$ cat src/rtl/serial_rec_rx.sv
// serial_rec_rx: serial frame receiver for the idle-high `rec` line from the
// source-select mux. It detects a start bit, centre-samples DATA_W data bits
// LSB first and checks the stop bit. It then presents the word with a
// one-cycle valid pulse, or pulses frame_err if the stop bit is bad.
// Optional feature: define SERIAL_RX_PARITY_EN to add one even-parity bit
// after the data bits and a parity_err output pulse.
module serial_rec_rx #(
   parameter int DATA_W  = 8,
   parameter int BIT_CYC = 4
) (
   input  logic              clk,
   input  logic              rst,
   input  logic              rec,
   output logic [DATA_W-1:0] data,
   output logic              valid,
   output logic              frame_err,
   output logic              busy
`ifdef SERIAL_RX_PARITY_EN
   ,
   output logic              parity_err
`endif
);

   localparam int HALF  = BIT_CYC / 2;
   localparam int CNT_W = (BIT_CYC > 1) ? $clog2(BIT_CYC) : 1;
   localparam int IDX_W = (DATA_W > 1) ? $clog2(DATA_W) : 1;

   // Start bit is sampled HALF cycles after the falling edge is seen, so
   // every later sample lands one full bit period later, mid-bit.
   localparam logic [CNT_W-1:0] CNT_HALF = CNT_W'(HALF - 1);
   localparam logic [CNT_W-1:0] CNT_LAST = CNT_W'(BIT_CYC - 1);
   localparam logic [IDX_W-1:0] IDX_LAST = IDX_W'(DATA_W - 1);

   typedef enum logic [2:0] {
      S_IDLE,
      S_START,
      S_DATA,
`ifdef SERIAL_RX_PARITY_EN
      S_PARITY,
`endif
      S_STOP
   } state_t;

   state_t            state_q, state_d;
   logic [CNT_W-1:0]  cnt_q, cnt_d;
   logic [IDX_W-1:0]  idx_q, idx_d;
   logic [DATA_W-1:0] shift_q, shift_d;
   logic [DATA_W-1:0] data_q, data_d;
   logic              valid_q, valid_d;
   logic              ferr_q, ferr_d;
`ifdef SERIAL_RX_PARITY_EN
   logic              par_q, par_d;
   logic              perr_q, perr_d;
`endif

   // Next-state, counters, shift register and the output pulses.
   always_comb begin
      // NOTE: every signal written here gets a default first, so no path
      // through the case statement can leave one unassigned and infer a latch.
      state_d = state_q;
      cnt_d   = cnt_q + 1'b1;
      idx_d   = idx_q;
      shift_d = shift_q;
      data_d  = data_q;
      valid_d = 1'b0;
      ferr_d  = 1'b0;
`ifdef SERIAL_RX_PARITY_EN
      par_d   = par_q;
      perr_d  = 1'b0;
`endif
      case (state_q)
         S_IDLE: begin
            cnt_d = '0;
            if (!rec) begin
               state_d = S_START;
            end
         end
         S_START: begin
            if (cnt_q == CNT_HALF) begin
               cnt_d   = '0;
               idx_d   = '0;
               // A high line at mid-start is a glitch, not a frame.
               state_d = rec ? S_IDLE : S_DATA;
            end
         end
         S_DATA: begin
            if (cnt_q == CNT_LAST) begin
               cnt_d = '0;
               // Shift right with the new bit entering at the MSB, so the
               // first (LSB) bit ends up in bit 0 after DATA_W shifts.
               for (int i = 0; i < DATA_W - 1; i++) begin
                  shift_d[i] = shift_q[i+1];
               end
               shift_d[DATA_W-1] = rec;
               idx_d = idx_q + 1'b1;
               if (idx_q == IDX_LAST) begin
`ifdef SERIAL_RX_PARITY_EN
                  state_d = S_PARITY;
`else
                  state_d = S_STOP;
`endif
               end
            end
         end
`ifdef SERIAL_RX_PARITY_EN
         S_PARITY: begin
            if (cnt_q == CNT_LAST) begin
               cnt_d   = '0;
               par_d   = rec;
               state_d = S_STOP;
            end
         end
`endif
         S_STOP: begin
            if (cnt_q == CNT_LAST) begin
               cnt_d   = '0;
               // Leave mid stop bit so a new start edge needs no gap.
               state_d = S_IDLE;
               if (rec) begin
`ifdef SERIAL_RX_PARITY_EN
                  if ((^shift_q) ^ par_q) begin
                     perr_d = 1'b1;
                  end else begin
                     data_d  = shift_q;
                     valid_d = 1'b1;
                  end
`else
                  data_d  = shift_q;
                  valid_d = 1'b1;
`endif
               end else begin
                  ferr_d = 1'b1;
               end
            end
         end
         default: begin
            state_d = S_IDLE;
            cnt_d   = '0;
         end
      endcase
   end

   // State and datapath registers with synchronous active-high reset.
   always_ff @(posedge clk) begin
      // NOTE: registers are updated with non-blocking assignments so every
      // flop samples the pre-edge values, regardless of statement order.
      if (rst) begin
         state_q <= S_IDLE;
         cnt_q   <= '0;
         idx_q   <= '0;
         shift_q <= '0;
         data_q  <= '0;
         valid_q <= 1'b0;
         ferr_q  <= 1'b0;
`ifdef SERIAL_RX_PARITY_EN
         par_q   <= 1'b0;
         perr_q  <= 1'b0;
`endif
      end else begin
         state_q <= state_d;
         cnt_q   <= cnt_d;
         idx_q   <= idx_d;
         shift_q <= shift_d;
         data_q  <= data_d;
         valid_q <= valid_d;
         ferr_q  <= ferr_d;
`ifdef SERIAL_RX_PARITY_EN
         par_q   <= par_d;
         perr_q  <= perr_d;
`endif
      end
   end

   assign data      = data_q;
   assign valid     = valid_q;
   assign frame_err = ferr_q;
   assign busy      = (state_q != S_IDLE);
`ifdef SERIAL_RX_PARITY_EN
   assign parity_err = perr_q;
`endif

endmodule

$ cat config.mk
export PLATFORM = sky130hd
export DESIGN_NAME = serial_rec_rx
export DESIGN_NICKNAME = d
export VERILOG_FILES = /design/src/rtl/serial_rec_rx.sv
export SDC_FILE = /design/constraint.sdc
export NUM_CORES = 1
export LEC_CHECK = 0
export CORE_UTILIZATION = 44
export CTS_CLUSTER_DIAMETER = 60
export DETAILED_ROUTE_END_ITERATION = 6
export DONT_BUFFER_PORTS = 1
export PLACE_DENSITY = 0.58
export SLEW_MARGIN = 20
export SYNTH_ARGS = -nofsm -noshare
export SYNTH_HDL_FRONTEND = slang
export SYNTH_SLANG_ARGS = --single-unit
$ cat constraint.sdc
create_clock -name clk -period 1.6 [get_ports clk]
set_input_delay 0.32 -clock clk [delete_from_list [all_inputs] [get_ports clk]]
set_output_delay 0.32 -clock clk [all_outputs]
set_load 0.03 [all_outputs]
==> metrics.yaml <==
place:
  portBuffers: 0
  hpwlAfterDp_um: 1100
  placed_cells: 130
  gp_congestion: 0.759
  place_ws_ns: 0.126
die:
  die_w_um: 50.3
  core_sq_um: 2210
  rows: 17
  io_pins: 14
  die_area_sq_um: 2530
  die_h_um: 50.3
  initial_core_util: 0.465
sta:
  clock_skew_ns: 0.00254
  fmax_mhz: 665
  rsz0062_at_grt: "false"
  period_needed_ns: 1.50
  hold_violations: 0
  maxSlewHeadroom: 0.740
  fin_ws_ns: 0.0969
  drv_slew: 0
  tns_ns: 0
  finalCritPeriodShare: 0.939
  tightest_slew_ns: 0.390
  hold_ws_ns: 0.0504
  setup_viol: 0
pwr:
  p_leak_uw: 0.000400
  power_uw: 961
  ir_drop_uv: 489
  powerDensity_nw_per_um2: 879
worst_setup_path:
  path_delay_family: "flip-flops"
  path_class: "reg2out"
  required_ns: 1.28
  worstPathCellList: "or2_2"
  cpPeakStageDelay_ns: 0.45
  critPathLaunchType: "register"
  crit_arrival_ns: 1.18
  critPathMaxFanout: 11
  path_buf_inv: 0
  crit_slowest_cell: "dfxtp_1"
  end_kind: "primary output"
clock_tree:
  clockRootBuffer: "clkbuf_4"
  clk_pin_slew_worst_paths_ns: 0.14
  h-tree-depth: 1
  cts_tree: "done"
  cts.path.max_buffers: 2
  postCtsSetupBuffers: 0
  clkLatencyLatePin_ns: 0.32
  numCtsBuffers: 3
  cts_sinks: 25
synth:
  synth_nets: 114
  syn_area_sq_um: 1030
  synth_seq_cells: 25
  synth_edf_count: 0
  avgSynthCellArea_sq_um: 9.80
  post-synth-top-area-cell: "dfxtp_1"
  synthFlopType: "dfxtp_1"
  synth_top_area_share: 0.487
  syn_inst: 105
  yosysSeqAreaShare: 0.487
  synthArstFlopShare: 0
  yosysWarnings: 0
  synth_area_leaders: "dfxtp_1 49%, mux2i_1 7.8%, ha_1 7.3%, nand2_1 6.2%, nor2_1 4.7%"
  yosysUniqueCellTypes: 26
hold_path:
  hold_path.class: "in2reg"
global_route:
  grt_pass1_vias: 612
  grt_max_degree: 25
  antenna_found_initial: 0
  grt_util_all_layers: 0.137
  grt_overflow: 0
  grt_first_pass_wirelength_um: 2580
routing:
  antenna_left: 0
  dr.pass1.iters: 4
  drt_first_iter_violations: 4
  drt-total-wl_um: 1580
  drc: 0
  num_vias: 697
  viasPerCell: 5.20
  avgRoutedWirePerCell_um: 11.8
final_layout:
  antenna_cells: 0
  fin_cells: 134
  final_cell_mix: "25 x dfxtp_1, 17 x nand2_1, 13 x nor2_1, 8 x mux2i_1, 8 x a21oi_1"
  layout.nets: 116
  final_common_cell: "dfxtp_1"
  area_delta_synth_final_pct: 6.33
  drive_gt1_frac: 0.113
job:
  drv_cap: 0
run_status:
  status: "finished clean"
==> stage by stage <==
step / instance area, sq um / utilization
6_report: 1090 / 0.494
3_5_place_dp: 1060 / 0.480
5_1_grt: 1090 / 0.494
3_3_place_gp: 1060 / 0.480
2_1_floorplan: 1030 / -
4_1_cts: 1090 / 0.494
==> final timing paths <==
check,start,endpoint,slack [ns],depth (start not counted)
max,state_q[0],busy,0.1,1
min,rst,cnt_q[1],0.05,1
max reg2reg,cnt_q[0],shift_q[3],0.16,5
min reg2reg,shift_q[1],data[1],0.47,2
==> layer usage <==
| metal | wire length [um] | GRT usage | vias to the layer above |
|---|---|---|---|
| met2 | 759 | 0.216 | 12 |
| met3 | 43 | 0.0364 | 2 |
| met5 | 0 | 0 | - |
| li1 | - | - | 358 |
| met1 | 762 | 0.166 | 325 |
| met4 | 16 | 0.0833 | 0 |
==> cell usage after synthesis (2+ instances only) <==
library cell,n
dfxtp_1,25
nand2_1,17
nor2_1,13
a21oi_1,8
mux2i_1,8
ha_1,6
inv_1,5
a22o_1,2
buf_2,2
clkbuf_1,2
nand4_1,2
==> sequential cells by signal, summed over array words and instances, names as in the netlist <==
signal / count
data: 8
cnt_q: 2
frame_err: 1
idx_q: 3
valid: 1
state_q: 2
shift_q: 8
==> kinds of logic (layout without fill, tap and decap cells) <==
group | after synthesis | count (layout) | share of synthesized area
buf+inv | 11 | 12 | 0.0535
simple gates | 38 | 38 | 0.165
compound gates | 15 | 15 | 0.111
fa+ha+maj | 6 | 6 | 0.0730
mux | 10 | 10 | 0.111
flops | 25 | 25 | 0.487
==> area by class of cell <==
class,count,area (sq um)
Fill cell,222,1120
Sequential cell,25,500
Multi-Input combinational cell,69,474
Timing Repair Buffer,3,35.0
Tap cell,28,35.0
Clock buffer,3,22.5
Inverter,5,18.8
Clock inverter,1,7.51
==> where the power goes <==
group	switching, uW	internal, uW	total [uW]
registers	10.7	627	638
clock network	194	95.4	289
logic	16.7	16.7	33.4
==> repair_timing <==
| action | CTS | global route |
|---|---|---|
| resized for setup | 0 | 1 |
| endpoints found under the hold margin | 0 | 0 |
| endpoints found under the setup margin | 0 | 1 |
| hold buffers | 0 | 0 |
Note: power is estimated with default switching activity, not from simulation.
